`src/rtl/core_ctrl_if.sv`:
```
// Host/controller bundle for core_ctrl: tile request/completion, Q/K row-write
// handshake, output-FIFO status and the 17-bit core instruction word.
interface core_ctrl_if;
    logic        start;
    logic [4:0]  num_q;
    logic        wr_valid;
    logic        wr_ready;
    logic        fifo_valid;
    logic [16:0] inst;
    logic        busy;
    logic        done;
    logic        rb_valid;

    modport master (
        output start, num_q, wr_valid, fifo_valid,
        input  wr_ready, inst, busy, done, rb_valid
    );

    modport slave (
        input  start, num_q, wr_valid, fifo_valid,
        output wr_ready, inst, busy, done, rb_valid
    );
endinterface

```
`src/rtl/core_ctrl.sv`:
```
// Attention-tile instruction sequencer for core: Q load, K load, kernel load,
// execute, FIFO drain. Define CORE_CTRL_READBACK_EN to add the psum readback phase.
module core_ctrl #(
    parameter int col    = 8,
    parameter int addr_w = 4
) (
    input  logic        clk,
    input  logic        reset,
    core_ctrl_if.slave  bus
);

    typedef enum logic [3:0] {
        S_IDLE,
        S_LOAD_Q,
        S_LOAD_K,
        S_KARR,
        S_EXEC,
        S_DRAIN,
        S_OFIFO,
`ifdef CORE_CTRL_READBACK_EN
        S_RDBK,
`endif
        S_DONE
    } state_t;

    state_t      state, state_nx;
    logic [4:0]  cnt, cnt_nx;
    logic [4:0]  nq, nq_nx;
    logic [16:0] inst;
    logic        wr_ready;
    logic [3:0]  addr;
    logic        nq_last;
    logic        col_last;

    assign addr     = 4'(cnt[addr_w-1:0]);
    assign nq_last  = (cnt == nq - 5'd1);
    assign col_last = (cnt == 5'(col - 1));

    // NOTE: state registers use non-blocking assignments so every flop samples pre-edge values.
    always_ff @(posedge clk) begin
        if (reset) begin
            state <= S_IDLE;
            cnt   <= 5'd0;
            nq    <= 5'd0;
        end else begin
            state <= state_nx;
            cnt   <= cnt_nx;
            nq    <= nq_nx;
        end
    end

    // NOTE: every output of this block gets a default first, so no path can infer a latch.
    always_comb begin
        state_nx = state;
        cnt_nx   = cnt;
        nq_nx    = nq;
        inst     = 17'd0;
        wr_ready = 1'b0;
        case (state)
            S_IDLE: begin
                if (bus.start) begin
                    nq_nx    = bus.num_q;
                    cnt_nx   = 5'd0;
                    state_nx = (bus.num_q == 5'd0) ? S_DONE : S_LOAD_Q;
                end
            end
            S_LOAD_Q: begin
                wr_ready = 1'b1;
                if (bus.wr_valid) begin
                    inst[4]     = 1'b1;
                    inst[15:12] = addr;
                    cnt_nx      = nq_last ? 5'd0 : cnt + 5'd1;
                    if (nq_last) state_nx = S_LOAD_K;
                end
            end
            S_LOAD_K: begin
                wr_ready = 1'b1;
                if (bus.wr_valid) begin
                    inst[2]     = 1'b1;
                    inst[15:12] = addr;
                    cnt_nx      = col_last ? 5'd0 : cnt + 5'd1;
                    if (col_last) state_nx = S_KARR;
                end
            end
            S_KARR: begin
                inst[6]     = 1'b1;
                inst[3]     = 1'b1;
                inst[15:12] = addr;
                cnt_nx      = col_last ? 5'd0 : cnt + 5'd1;
                if (col_last) state_nx = S_EXEC;
            end
            S_EXEC: begin
                inst[7]     = 1'b1;
                inst[5]     = 1'b1;
                inst[15:12] = addr;
                cnt_nx      = nq_last ? 5'd0 : cnt + 5'd1;
                if (nq_last) state_nx = S_DRAIN;
            end
            S_DRAIN: begin
                if (bus.fifo_valid) begin
                    cnt_nx   = 5'd0;
                    state_nx = S_OFIFO;
                end
            end
            S_OFIFO: begin
                // A FIFO stall freezes cnt so no psum address is skipped.
                if (bus.fifo_valid) begin
                    inst[16]   = 1'b1;
                    inst[0]    = 1'b1;
                    inst[11:8] = addr;
                    cnt_nx     = nq_last ? 5'd0 : cnt + 5'd1;
`ifdef CORE_CTRL_READBACK_EN
                    if (nq_last) state_nx = S_RDBK;
`else
                    if (nq_last) state_nx = S_DONE;
`endif
                end
            end
`ifdef CORE_CTRL_READBACK_EN
            S_RDBK: begin
                inst[1]    = 1'b1;
                inst[11:8] = addr;
                cnt_nx     = nq_last ? 5'd0 : cnt + 5'd1;
                if (nq_last) state_nx = S_DONE;
            end
`endif
            S_DONE: state_nx = S_IDLE;
            default: state_nx = S_IDLE;
        endcase
    end

`ifdef CORE_CTRL_READBACK_EN
    // Read data appears one cycle after the pmem read enable.
    logic rb_q;
    always_ff @(posedge clk) begin
        if (reset) rb_q <= 1'b0;
        else       rb_q <= (state == S_RDBK);
    end
    assign bus.rb_valid = rb_q;
`else
    assign bus.rb_valid = 1'b0;
`endif

    assign bus.inst     = inst;
    assign bus.wr_ready = wr_ready;
    assign bus.busy     = (state != S_IDLE);
    assign bus.done     = (state == S_DONE);

endmodule

```
`src/flat_wrapper.sv`:
```
// flat-port wrapper written by rule: the top's interface ports become plain ports
module core_ctrl_flat 
#(
    parameter int col    = 8,
    parameter int addr_w = 4
)
  (clk, reset, bus_start, bus_num_q, bus_wr_valid, bus_fifo_valid, bus_wr_ready, bus_inst, bus_busy, bus_done, bus_rb_valid);
  core_ctrl_if bus_i ();
  input  logic clk;
  input  logic reset;
  input wire logic [$bits(bus_i.start)-1:0] bus_start;
  input wire logic [$bits(bus_i.num_q)-1:0] bus_num_q;
  input wire logic [$bits(bus_i.wr_valid)-1:0] bus_wr_valid;
  input wire logic [$bits(bus_i.fifo_valid)-1:0] bus_fifo_valid;
  output wire logic [$bits(bus_i.wr_ready)-1:0] bus_wr_ready;
  output wire logic [$bits(bus_i.inst)-1:0] bus_inst;
  output wire logic [$bits(bus_i.busy)-1:0] bus_busy;
  output wire logic [$bits(bus_i.done)-1:0] bus_done;
  output wire logic [$bits(bus_i.rb_valid)-1:0] bus_rb_valid;
  assign bus_i.start = bus_start;
  assign bus_i.num_q = bus_num_q;
  assign bus_i.wr_valid = bus_wr_valid;
  assign bus_i.fifo_valid = bus_fifo_valid;
  assign bus_wr_ready = bus_i.wr_ready;
  assign bus_inst = bus_i.inst;
  assign bus_busy = bus_i.busy;
  assign bus_done = bus_i.done;
  assign bus_rb_valid = bus_i.rb_valid;
  core_ctrl #(.col(col), .addr_w(addr_w)) u_core (.clk(clk), .reset(reset), .bus(bus_i));
endmodule
```
`config.mk`:
```
export PLATFORM = sky130hd
export DESIGN_NAME = core_ctrl_flat
export DESIGN_NICKNAME = d
export VERILOG_FILES = /design/src/rtl/core_ctrl_if.sv /design/src/rtl/core_ctrl.sv /design/src/flat_wrapper.sv
export SDC_FILE = /design/constraint.sdc
export NUM_CORES = 1
export LEC_CHECK = 0
export BUFFER_PORTS_ARGS = -buffer_cell sky130_fd_sc_hd__clkbuf_2
export CAP_MARGIN = 20
export CORE_ASPECT_RATIO = 1.5
export CORE_UTILIZATION = 51
export DETAILED_ROUTE_END_ITERATION = 12
export GPL_ROUTABILITY_DRIVEN = 0
export PLACE_DENSITY = 0.8
export REMOVE_ABC_BUFFERS = 1
export SLEW_MARGIN = 20
export SYNTH_ARGS = -nofsm -noshare
export SYNTH_HDL_FRONTEND = slang
export SYNTH_SLANG_ARGS = --single-unit
```
`constraint.sdc`:
```
create_clock -name clk -period 2.4 [get_ports clk]
set_input_delay 0.12 -clock clk [delete_from_list [all_inputs] [get_ports clk]]
set_output_delay 0.12 -clock clk [all_outputs]
set_load 0.02 [all_outputs]
```
==> results of run 1 <==
[power by group through the flow]
stage | Clock [mW] | Sequential [mW] | Combinational, mW
global placement | 0 | 0.302 | 0.622
finish | 0.139 | 0.300 | 0.643
detailed placement | 0 | 0.306 | 0.640
floorplan | 0 | 0.318 | 0.461
global route | 0.152 | 0.307 | 0.710
CTS | 0.143 | 0.301 | 0.641
[per-stage QoR]
stage	TNS [ns]	hold WS [ns]	total power, mW	cell area [µm²]	worst slack [ns]
floorplan	-0.0900	0.189	0.779	1040	-0.0296
global route	0	0.0769	1.17	1270	0.192
CTS	0	0.0722	1.09	1270	0.306
detailed placement	0	0.370	0.946	1240	0.326
global placement	0	0.365	0.924	1240	0.418
finish	0	0.0786	1.08	1270	0.304
[state kept, by name (all words and copies together) (netlist names)]
register	count
u_core.nq	5
u_core.cnt	5
u_core.state	3
[critical path, cell delays in order, from the launching register on]
cell,delay (ns)
sky130_fd_sc_hd__dfxtp_1,0.38
sky130_fd_sc_hd__inv_1,0.08
sky130_fd_sc_hd__ha_1,0.24
sky130_fd_sc_hd__nand2b_1,0.15
sky130_fd_sc_hd__a21boi_1,0.34
sky130_fd_sc_hd__o41ai_4,0.16
sky130_fd_sc_hd__nor3_2,0.30
sky130_fd_sc_hd__mux2_4,0.33
[cell type report]
| cell class | count | share of cell area, % |
|---|---|---|
| multi-input combinational | 111 | 58.7 |
| tap | 22 | 2.17 |
| sequential | 13 | 20.5 |
| inverter | 9 | 2.66 |
| timing repair buffer | 33 | 14.0 |
| clock buffer | 4 | 2.07 |
[final timing paths]
kind / to / slack, ns
hold reg to reg: u_core.nq[4] / 0.54
setup reg to reg: u_core.state[0] / 0.30
hold / removal: u_core.nq[0] / 0.08
setup / recovery: u_core.state[0] / 0.30
[layer usage]
metal | vias up | GRT usage, %
li1 | 550 | -
met1 | 505 | 22.5
met2 | 49 | 46.1
met3 | 13 | 4.14
met4 | 0 | 18.1
met5 | - | 0
[layout by cell type, fill, tap and decap left out, types with 2 or more instances in the layout]
cell type                  Yosys  layout
sky130_fd_sc_hd__a211oi_1      3       3
sky130_fd_sc_hd__a21oi_1       6       6
sky130_fd_sc_hd__a21oi_2       2       2
sky130_fd_sc_hd__and2_1        5       5
sky130_fd_sc_hd__buf_4         5       5
sky130_fd_sc_hd__clkbuf_2      0      28
sky130_fd_sc_hd__clkbuf_4      0       3
sky130_fd_sc_hd__conb_1        1       2
sky130_fd_sc_hd__dfxtp_1      13      13
sky130_fd_sc_hd__ha_1          2       2
sky130_fd_sc_hd__inv_1         9       9
sky130_fd_sc_hd__mux2i_1       5       5
sky130_fd_sc_hd__nand2_1       8       8
sky130_fd_sc_hd__nand3_1       6       6
sky130_fd_sc_hd__nand4_1       2       2
sky130_fd_sc_hd__nor2_1       21      21
sky130_fd_sc_hd__nor2b_1       6       6
sky130_fd_sc_hd__nor3_1        3       3
sky130_fd_sc_hd__o211ai_1      4       4
sky130_fd_sc_hd__xnor2_1       4       4
sky130_fd_sc_hd__xor2_1        3       3
[kinds of logic (layout without fill, tap and decap cells)]
kind of cell / after synthesis / in the layout / synth area share, %
other: 1 / 2 / 0.336
buffers and inverters: 22 / 46 / 10.1
adder cells (fa/ha/maj): 3 / 3 / 3.14
AND/OR/NAND/NOR: 61 / 61 / 28.3
XOR/XNOR: 7 / 7 / 5.50
flip-flops: 13 / 13 / 23.3
AO/OA/AOI/OAI: 32 / 32 / 23.5
multiplexers: 6 / 6 / 5.84
==> flow_metrics.py, run 1 <==
metrics = {
    "layout": {
        "layout.cells.non_filler": 192,
        "syn2layout_area_growth_pct": 14.0,
        "nFillCells": 194,
        "finish.utilization_pct": 62.0,
        "multi_input_comb_area_um2": 746,
        "register_area_um2": 260,
        "post_route_cells_drive_above_1_share_pct": 26.5,
        "nets": 183,
        "n_antenna_cell": 0,
    },
    "setup_path": {
        "startpoint_type": "register",
        "crit_path_start": "u_core.nq[0]",
        "worst_setup_path_end_kind": "register",
        "cp_max_fo": 5,
        "worst-setup-path-type": "register to register",
        "critical_path.reg2reg.startpoint": "u_core.nq[0]",
        "arrival_ns": 2.27,
        "worstPathRequired_ns": 2.57,
        "timing.reg2reg.worst_path_depth": 7,
    },
    "die": {
        "die_area_um2": 2380,
        "io_pins": 31,
        "placeable_area_um2": 2050,
        "initial_core_util_pct": 54.3,
        "die_y_um": 59.3,
        "chipWidth_um": 40.2,
        "number_of_rows_in_the_core_area": 20,
    },
    "pwr": {
        "internal-power_mw": 0.583,
        "netSwitchingFraction_pct": 46.2,
        "switchingPower_mw": 0.500,
        "power.share.combinational_pct": 59.4,
        "power_frac_clock_pct": 12.9,
        "power.ir.vdd_worst_uv": 632,
        "portion_of_total_power_attributed_to_sequential_cells_pct": 27.7,
        "power-per-cell-area_nw_per_um2": 852,
        "power.leakage_nw": 0.564,
    },
    "global_route": {
        "grt_util_all_layers_pct": 25.1,
        "grt.overflow.total": 0,
        "number_of_global_route_vias_before_repair": 1055,
        "grt_first_pass_wirelength_um": 4140,
        "antenna_violations_before_repair": 0,
        "grt_start_max_net_pins": 14,
    },
    "routing": {
        "drt-met1-wl_um": 927,
        "drt-vias-per-instance": 5.82,
        "drtIter0Drc": 27,
        "vias": 1117,
        "drt_drc_violations_left": 0,
        "dr_wl_met3_um": 139,
        "routed_wire_per_std_cell_um": 13.1,
        "detailroute.wirelength.met2_um": 1350,
        "total_wirelength_um": 2520,
        "drt.antenna.violating_nets": 0,
        "drt_pre_antenna_iters": 4,
        "routed.top_layer": "met4",
    },
    "cts": {
        "tritoncts": "done",
        "h-tree-depth": 1,
        "postCtsSetupBuffers": 0,
        "ctsLongestPathBuffers": 2,
        "post_cts_hold_buffer_count": 0,
        "post_cts_resized": 0,
        "clkLatencyLatePin_ns": 0.28,
        "cts-buffers-inserted": 3,
        "clock-root-buffer": "sky130_fd_sc_hd__clkbuf_4",
        "clkSinkCount": 13,
        "clk_pin_slew_ns": 0.08,
    },
    "synth": {
        "async_flop_share_pct": 0,
        "synth_area_leaders": "sky130_fd_sc_hd__dfxtp_1 23%, sky130_fd_sc_hd__nor2_1 7.1%, sky130_fd_sc_hd__mux2i_1 4.5%",
        "synth.distinct_cells": 51,
        "yosys_top_cell_by_area": "sky130_fd_sc_hd__dfxtp_1",
        "synth_top_flop_cell": "sky130_fd_sc_hd__dfxtp_1",
        "synth.cell_area_um2": 1110,
        "synth_edf_count": 0,
        "synth_cells": 145,
        "seq_area_frac_synth_pct": 23.3,
        "syn_area_per_cell_um2": 7.69,
        "synthDominantCellAreaShare_pct": 23.3,
        "yosys_warnings": 0,
        "synth_top_cells_by_count": "21 x sky130_fd_sc_hd__nor2_1, 13 x sky130_fd_sc_hd__dfxtp_1, 9 x sky130_fd_sc_hd__inv_1, 8 x sky130_fd_sc_hd__nand2_1",
        "yosys.cell_count.top_type": "sky130_fd_sc_hd__nor2_1",
        "yosys_register_bits": 13,
    },
    "sta": {
        "final_period_util_pct": 87.3,
        "setup_viol": 0,
        "setup_repair_after_global_routing_missed_its_margin": "no",
        "skew_ns": 0.00458,
        "slew_limit_fails": 0,
        "timing.fmax_ghz": 0.477,
        "finalWorstPathRequiredPeriod_ns": 2.10,
        "final-hold-violation-count": 0,
    },
    "place": {
        "port_buffers": 28,
        "post-place-cells": 188,
        "post-dp-hpwl_um": 2110,
    },
    "flow_run": {
        "maxCapViolations": 0,
    },
    "min_path": {
        "hp-start": "bus_num_q[0]",
        "min_path_type": "input pin to register",
        "worstHoldPathCells": 3,
    },
    "run_status": {
        "run_status": "completed",
    },
}
Power figures use the tool's default switching activity.
==> inputs of run 2 (changes only) <==
--- a/config.mk
+++ b/config.mk
@@ -5,13 +5,14 @@
 export SDC_FILE = /design/constraint.sdc
 export NUM_CORES = 1
 export LEC_CHECK = 0
+export ABC_AREA = 1
 export BUFFER_PORTS_ARGS = -buffer_cell sky130_fd_sc_hd__clkbuf_2
 export CAP_MARGIN = 20
 export CORE_ASPECT_RATIO = 1.5
 export CORE_UTILIZATION = 51
 export DETAILED_ROUTE_END_ITERATION = 12
 export GPL_ROUTABILITY_DRIVEN = 0
-export PLACE_DENSITY = 0.8
+export PLACE_DENSITY = 0.81
 export REMOVE_ABC_BUFFERS = 1
 export SLEW_MARGIN = 20
 export SYNTH_ARGS = -nofsm -noshare
==> constraint.sdc (replaced) <==
create_clock -name clk -period 2.4 [get_ports clk]
set_input_delay 0.12 -clock clk [delete_from_list [all_inputs] [get_ports clk]]
set_output_delay 0.12 -clock clk [all_outputs]
set_load 0.01 [all_outputs]
==> flow_metrics.py, run 2 <==
metrics = {
    "global_route": {
        "grt_first_pass_wirelength_um": 4210,
        "grt_start_max_net_pins": 12,
        "grt-busiest-layer": "met2",
        "grt.overflow.total": 0,
        "grt_util_all_layers_pct": 25.3,
        "grt.met3_usage_pct": 3.40,
        "number_of_global_route_vias_before_repair": 1057,
        "grtUsageMet2_pct": 48.5,
        "antenna_violations_before_repair": 0,
        "global_route.usage.met1_pct": 26.4,
    },
    "layout": {
        "syn2layout_area_growth_pct": 13.8,
        "regs_by_ff_count": "u_core.cnt: 5 flops, u_core.nq: 5 flops, u_core.state: 3 flops",
        "layout.cells.most_common": "sky130_fd_sc_hd__nand2_1",
        "n_antenna_cell": 0,
        "nets": 217,
        "post_route_cells_drive_above_1_share_pct": 26.0,
        "layout.cells.non_filler": 226,
        "mostFrequentLayoutCells": "44 x sky130_fd_sc_hd__nand2_1, 30 x sky130_fd_sc_hd__nor2_1, 28 x sky130_fd_sc_hd__clkbuf_2, 25 x sky130_fd_sc_hd__inv_1, 13 x sky130_fd_sc_hd__dfxtp_1",
        "finish.utilization_pct": 61.3,
    },
    "synth": {
        "synth.cell_area_um2": 1080,
        "synth_top_cells_by_count": "44 x sky130_fd_sc_hd__nand2_1, 30 x sky130_fd_sc_hd__nor2_1, 25 x sky130_fd_sc_hd__inv_1, 13 x sky130_fd_sc_hd__dfxtp_1, 10 x sky130_fd_sc_hd__nand3_1",
        "synth_edf_count": 0,
        "async_flop_share_pct": 0,
        "syn_area_per_cell_um2": 6.06,
        "synth_cells": 178,
        "synth_area_leaders": "sky130_fd_sc_hd__dfxtp_1 24%, sky130_fd_sc_hd__nand2_1 15%, sky130_fd_sc_hd__nor2_1 10%",
        "yosys_warnings": 0,
        "synthDominantCellAreaShare_pct": 24.1,
        "synth.distinct_cells": 26,
        "yosys_register_bits": 13,
        "synth_top_flop_cell": "sky130_fd_sc_hd__dfxtp_1",
        "yosys_top_cell_by_area": "sky130_fd_sc_hd__dfxtp_1",
        "yosys.cell_count.top_type": "sky130_fd_sc_hd__nand2_1",
        "seq_area_frac_synth_pct": 24.1,
    },
    "routing": {
        "drt_drc_violations_left": 0,
        "drt-vias-per-instance": 4.99,
        "drt.antenna.violating_nets": 0,
        "drt_pre_antenna_iters": 4,
        "drtIter0Drc": 20,
        "total_wirelength_um": 2420,
        "routed_wire_per_std_cell_um": 10.7,
        "vias": 1127,
    },
    "setup_path": {
        "worstPathBufferInverterCount": 2,
        "cp_max_fo": 7,
        "worstPathRequired_ns": 2.28,
        "r2r_setup_slack_ns": 0.73,
        "worst-setup-path-type": "register to output pin",
        "worst_setup_path_end_kind": "output pin",
        "critical_path.cell_chain": "inv_2, nand2_1, nor2_1, nor4_2, nor2_1, clkbuf_2",
        "critical_path.reg2reg.startpoint": "u_core.nq[0]",
        "cpLargestDelayFamily": "simple AND/OR/NAND/NOR gates",
        "critical_path.most_common_cell": "sky130_fd_sc_hd__nor2_1",
        "startpoint_type": "register",
        "worst_path_max_delay_cell": "sky130_fd_sc_hd__dfxtp_1",
        "arrival_ns": 1.78,
        "worstReg2RegEnd": "u_core.cnt[1]",
        "crit_path_max_incr_delay_ns": 0.51,
        "worstSetupPathDepth": 6,
        "timing.reg2reg.worst_path_depth": 14,
    },
    "pwr": {
        "totalPowerFinal_mw": 1.31,
        "internal-power_mw": 0.634,
        "netSwitchingFraction_pct": 51.7,
        "power_frac_clock_pct": 10.7,
        "power.ir.vdd_worst_uv": 670,
        "power.share.combinational_pct": 63.0,
        "switchingPower_mw": 0.677,
        "portion_of_total_power_attributed_to_sequential_cells_pct": 26.2,
        "power-per-cell-area_nw_per_um2": 1070,
        "power.leakage_nw": 0.679,
    },
    "cts": {
        "clock-root-buffer": "sky130_fd_sc_hd__clkbuf_4",
        "postCtsSetupBuffers": 0,
        "post_cts_hold_buffer_count": 0,
        "h-tree-depth": 1,
        "clkLatencyLatePin_ns": 0.29,
        "cts-buffers-inserted": 3,
        "tritoncts": "done",
        "clkSinkCount": 13,
        "post_cts_resized": 0,
        "ctsLongestPathBuffers": 2,
        "clk_pin_slew_ns": 0.09,
    },
    "run_status": {
        "run_status": "completed",
    },
    "sta": {
        "timing.fmax_ghz": 0.526,
        "finalWorstPathRequiredPeriod_ns": 1.90,
        "tns_ns": 0,
        "finalHoldWorstSlack_ns": 0.0210,
        "setup_viol": 0,
        "final-hold-violation-count": 0,
        "final_period_util_pct": 79.3,
        "skew_ns": 0.00648,
        "slew_limit_fails": 0,
        "setup_repair_after_global_routing_missed_its_margin": "no",
    },
    "die": {
        "chipWidth_um": 39.5,
        "die_y_um": 58.3,
        "io_pins": 31,
        "number_of_rows_in_the_core_area": 20,
        "placeable_area_um2": 2000,
        "initial_core_util_pct": 53.9,
        "die_area_um2": 2310,
    },
    "place": {
        "post-dp-hpwl_um": 2050,
        "post-place-cells": 222,
        "port_buffers": 28,
    },
    "flow_run": {
        "maxCapViolations": 0,
    },
    "min_path": {
        "worst_hold_path.endpoint": "u_core.cnt[3]",
        "hp-start": "reset",
        "min_path_type": "input pin to register",
        "worstHoldPathCells": 2,
    },
}
[run 2: cell count changes in the layout (fill, tap and decap cells not counted), moves of 6 or more]
cell and change:
sky130_fd_sc_hd__nand2_1 +36, sky130_fd_sc_hd__o21ai_0 +6, sky130_fd_sc_hd__nor2_1 +9, sky130_fd_sc_hd__inv_1 +16
sky130_fd_sc_hd__nor2b_1 -6
[run 2: how the worst max path moves through the flow]
stage | from | end | slack [ns]
4_1_cts | u_core.state[0] | bus_inst[12] | 0.49
5_1_grt | u_core.state[0] | bus_inst[12] | 0.37
6_report | u_core.state[0] | bus_inst[12] | 0.50
3_3_place_gp | u_core.nq[0] | u_core.cnt[1] | 0.83
3_5_place_dp | u_core.nq[0] | u_core.cnt[1] | 0.74
2_1_floorplan | u_core.nq[0] | u_core.cnt[1] | 0.90
[run 2: logic make-up after synthesis]
| logic type | Yosys count | synth area share (%) |
|---|---|---|
| compound gates | 20 | 10.2 |
| fa+ha+maj | 2 | 2.32 |
| flops | 13 | 24.1 |
| other cells | 1 | 0.348 |
| buf+inv | 36 | 14.8 |
| xor+xnor | 1 | 0.812 |
| simple gates | 105 | 47.3 |
[run 2: metal layers]
metal	up-vias	wire [µm]
li1	604	-
met1	508	955
met2	11	1390
met3	4	45
met4	0	28
met5	-	0
[run 2: power groups by stage]
stage          logic [mW]  registers (mW)  clock network (mW)
2_1_floorplan       0.652           0.327                   0
3_3_place_gp        0.802           0.341                   0
3_5_place_dp        0.824           0.347                   0
4_1_cts             0.829           0.341               0.143
5_1_grt             0.942           0.352               0.154
6_report            0.826           0.344               0.141
[run 2: final cells by class]
class	count	area [µm²]
Clock buffer	3	22.5
Clock inverter	1	5.00
Fill cell	205	774
Inverter	29	110
Multi-Input combinational cell	130	662
Sequential cell	13	260
Tap cell	22	27.5
Timing Repair Buffer	28	140
[run 2: through the flow]
| stage | setup slack (ns) | instance area, µm² |
|---|---|---|
| after global routing | 0.369 | 1230 |
| after global placement | 0.835 | 1200 |
| final | 0.497 | 1230 |
| after floorplan | 0.896 | 1030 |
| after detailed placement | 0.740 | 1200 |
| after CTS | 0.493 | 1230 |
==> inputs of run 3 (changes only) <==
--- a/config.mk
+++ b/config.mk
@@ -5,14 +5,14 @@
 export SDC_FILE = /design/constraint.sdc
 export NUM_CORES = 1
 export LEC_CHECK = 0
-export ABC_AREA = 1
+export ABC_AREA = 0
 export BUFFER_PORTS_ARGS = -buffer_cell sky130_fd_sc_hd__clkbuf_2
 export CAP_MARGIN = 20
 export CORE_ASPECT_RATIO = 1.5
 export CORE_UTILIZATION = 51
 export DETAILED_ROUTE_END_ITERATION = 12
 export GPL_ROUTABILITY_DRIVEN = 0
-export PLACE_DENSITY = 0.81
+export PLACE_DENSITY = 0.8
 export REMOVE_ABC_BUFFERS = 1
 export SLEW_MARGIN = 20
 export SYNTH_ARGS = -nofsm -noshare
==> constraint.sdc (replaced) <==
create_clock -name clk -period 2 [get_ports clk]
set_input_delay 0.1 -clock clk [delete_from_list [all_inputs] [get_ports clk]]
set_output_delay 0.1 -clock clk [all_outputs]
set_load 0.01 [all_outputs]
==> flow_metrics.py, run 3 (same netlist as run 1, synthesis figures left out) <==
metrics = {
    "run_status": {
        "run_status": "completed",
    },
    "layout": {
        "syn2layout_area_growth_pct": 18.4,
        "mostFrequentLayoutCells": "28 x sky130_fd_sc_hd__clkbuf_2, 21 x sky130_fd_sc_hd__nor2_1, 12 x sky130_fd_sc_hd__dfxtp_1, 10 x sky130_fd_sc_hd__buf_4, 9 x sky130_fd_sc_hd__inv_1",
        "regs_by_ff_count": "u_core.cnt: 5 flops, u_core.nq: 5 flops, u_core.state: 3 flops",
        "layout.cells.non_filler": 197,
        "n_antenna_cell": 0,
        "nets": 188,
        "layout.cells.most_common": "sky130_fd_sc_hd__clkbuf_2",
        "post_route_cells_drive_above_1_share_pct": 29.7,
    },
    "sta": {
        "final_period_util_pct": 94.3,
        "skew_ns": 0.00345,
        "setup_viol": 0,
        "finalWorstPathRequiredPeriod_ns": 1.89,
        "final.setup.worst_slack_ns": 0.114,
        "timing.fmax_ghz": 0.530,
        "setup_repair_after_global_routing_missed_its_margin": "no",
        "final-hold-violation-count": 0,
        "finalHoldWorstSlack_ns": 0.0667,
        "slew_limit_fails": 0,
    },
    "die": {
        "io_pins": 31,
        "die_area_um2": 2380,
        "die_y_um": 59.3,
        "number_of_rows_in_the_core_area": 20,
        "placeable_area_um2": 2050,
        "chipWidth_um": 40.2,
        "initial_core_util_pct": 54.3,
    },
    "pwr": {
        "power-per-cell-area_nw_per_um2": 1020,
        "power.ir.vdd_worst_uv": 548,
        "power.leakage_nw": 0.591,
    },
    "global_route": {
        "global_route.usage.met1_pct": 23.9,
        "antenna_violations_before_repair": 0,
        "grt.met3_usage_pct": 3.38,
        "number_of_global_route_vias_before_repair": 976,
        "grt_first_pass_wirelength_um": 4040,
        "grtUsageMet2_pct": 48.4,
        "grt-busiest-layer": "met2",
        "grt_start_max_net_pins": 14,
        "grt_util_all_layers_pct": 25.0,
        "grt.overflow.total": 0,
    },
    "setup_path": {
        "critical_path.reg2reg.startpoint": "u_core.nq[0]",
        "worst_setup_path_end_kind": "register",
        "worst-setup-path-type": "register to register",
        "crit_path_max_incr_delay_ns": 0.38,
        "worstPathRequired_ns": 2.17,
        "worst_path_max_delay_cell": "sky130_fd_sc_hd__dfxtp_1",
        "cp_max_fo": 4,
        "startpoint_type": "register",
        "cpLargestDelayFamily": "simple AND/OR/NAND/NOR gates",
        "r2r_setup_slack_ns": 0.11,
        "timing.reg2reg.worst_path_depth": 7,
        "arrival_ns": 2.06,
        "worstReg2RegEnd": "u_core.state[0]",
        "worstPathBufferInverterCount": 1,
        "critical_path.cell_chain": "inv_1, ha_1, nand2b_1, a21boi_2, o41ai_4, nor3_4, mux2_4",
    },
    "cts": {
        "h-tree-depth": 1,
        "ctsLongestPathBuffers": 2,
        "clk_pin_slew_ns": 0.08,
        "cts-buffers-inserted": 3,
        "clock-root-buffer": "sky130_fd_sc_hd__clkbuf_4",
        "clkLatencyLatePin_ns": 0.28,
        "clkSinkCount": 13,
        "tritoncts": "done",
    },
    "min_path": {
        "hp-start": "bus_num_q[1]",
        "worst_hold_path.endpoint": "u_core.nq[1]",
        "min_path_type": "input pin to register",
        "worstHoldPathCells": 3,
    },
    "place": {
        "post-place-ws_ns": -0.0248,
        "post-place-cells": 192,
        "port_buffers": 28,
        "post-dp-hpwl_um": 2190,
    },
    "routing": {
        "drt.antenna.violating_nets": 0,
        "total_wirelength_um": 2780,
        "drt_pre_antenna_iters": 4,
        "vias": 1160,
        "drtIter0Drc": 29,
        "drt_drc_violations_left": 0,
        "routed_wire_per_std_cell_um": 14.1,
        "drt-vias-per-instance": 5.89,
    },
    "flow_run": {
        "maxCapViolations": 0,
    },
}
[run 3: changes by cell type in the layout (fill, tap and decap cells not counted), moves of 6 or more]
cell	delta
sky130_fd_sc_hd__nand2_1	-36
sky130_fd_sc_hd__inv_1	-16
sky130_fd_sc_hd__o21ai_0	-6
sky130_fd_sc_hd__nor2b_1	+6
sky130_fd_sc_hd__buf_4	+10
sky130_fd_sc_hd__nor2_1	-9
[run 3: metrics by stage]
stage | util [%] | power (mW) | instance area, µm² | TNS (ns)
after global routing | 64.3 | 1.44 | 1320 | 0
final | 64.3 | 1.34 | 1320 | 0
after global placement | 62.1 | 1.10 | 1270 | 0
after detailed placement | 62.1 | 1.14 | 1270 | -0.0248
after floorplan | - | 0.902 | 1040 | 0
after CTS | 63.4 | 1.31 | 1300 | 0
[run 3: layer usage]
layer | share of wire, % | vias up
met3 | 4.6 | 14
met2 | 55 | 46
li1 | - | 564
met1 | 36 | 536
met4 | 3.9 | 0
met5 | 0 | -
[run 3: worst max path at each step]
stage / from / to / slack [ns] / cells past startpoint
after detailed placement: u_core.nq[0] / u_core.state[0] / -0.02 / 7
after CTS: u_core.nq[0] / u_core.state[0] / 0.03 / 7
after global routing: u_core.nq[0] / u_core.cnt[3] / 0.009 / 8
after global placement: u_core.nq[0] / u_core.state[0] / 0.08 / 7
final: u_core.nq[0] / u_core.state[0] / 0.11 / 7
after floorplan: u_core.nq[0] / u_core.state[0] / 0.1 / 7
[run 3: tightest hold or removal path: stages]
cell	delay, ns
sky130_fd_sc_hd__clkbuf_2	0.09
sky130_fd_sc_hd__a21oi_1	0.05
sky130_fd_sc_hd__nor2_1	0.07
[run 3: final cells by class]
type                    instances  area, µm²
multi-input cells             111        756
fillers                       180        732
flip-flops and latches         13        262
repair buffers                 38        215
inverters                       9       33.8
well taps                      22       27.5
clock buffers                   4       26.3
[run 3: power by group]
part	switching, mW	internal (mW)
logic	0.461	0.360
clock network	0.0865	0.0775
registers	0.0544	0.304
[run 3: what timing repair did]
| action | CTS | global route |
|---|---|---|
| gates resized for setup | 0 | 3 |
| endpoints found under the setup margin | 1 | 5 |
| buffers inserted | 0 | 1 |
| pin swaps | 1 | 1 |
| hold buffers | 0 | 0 |
| endpoints found under the hold margin | 0 | 0 |
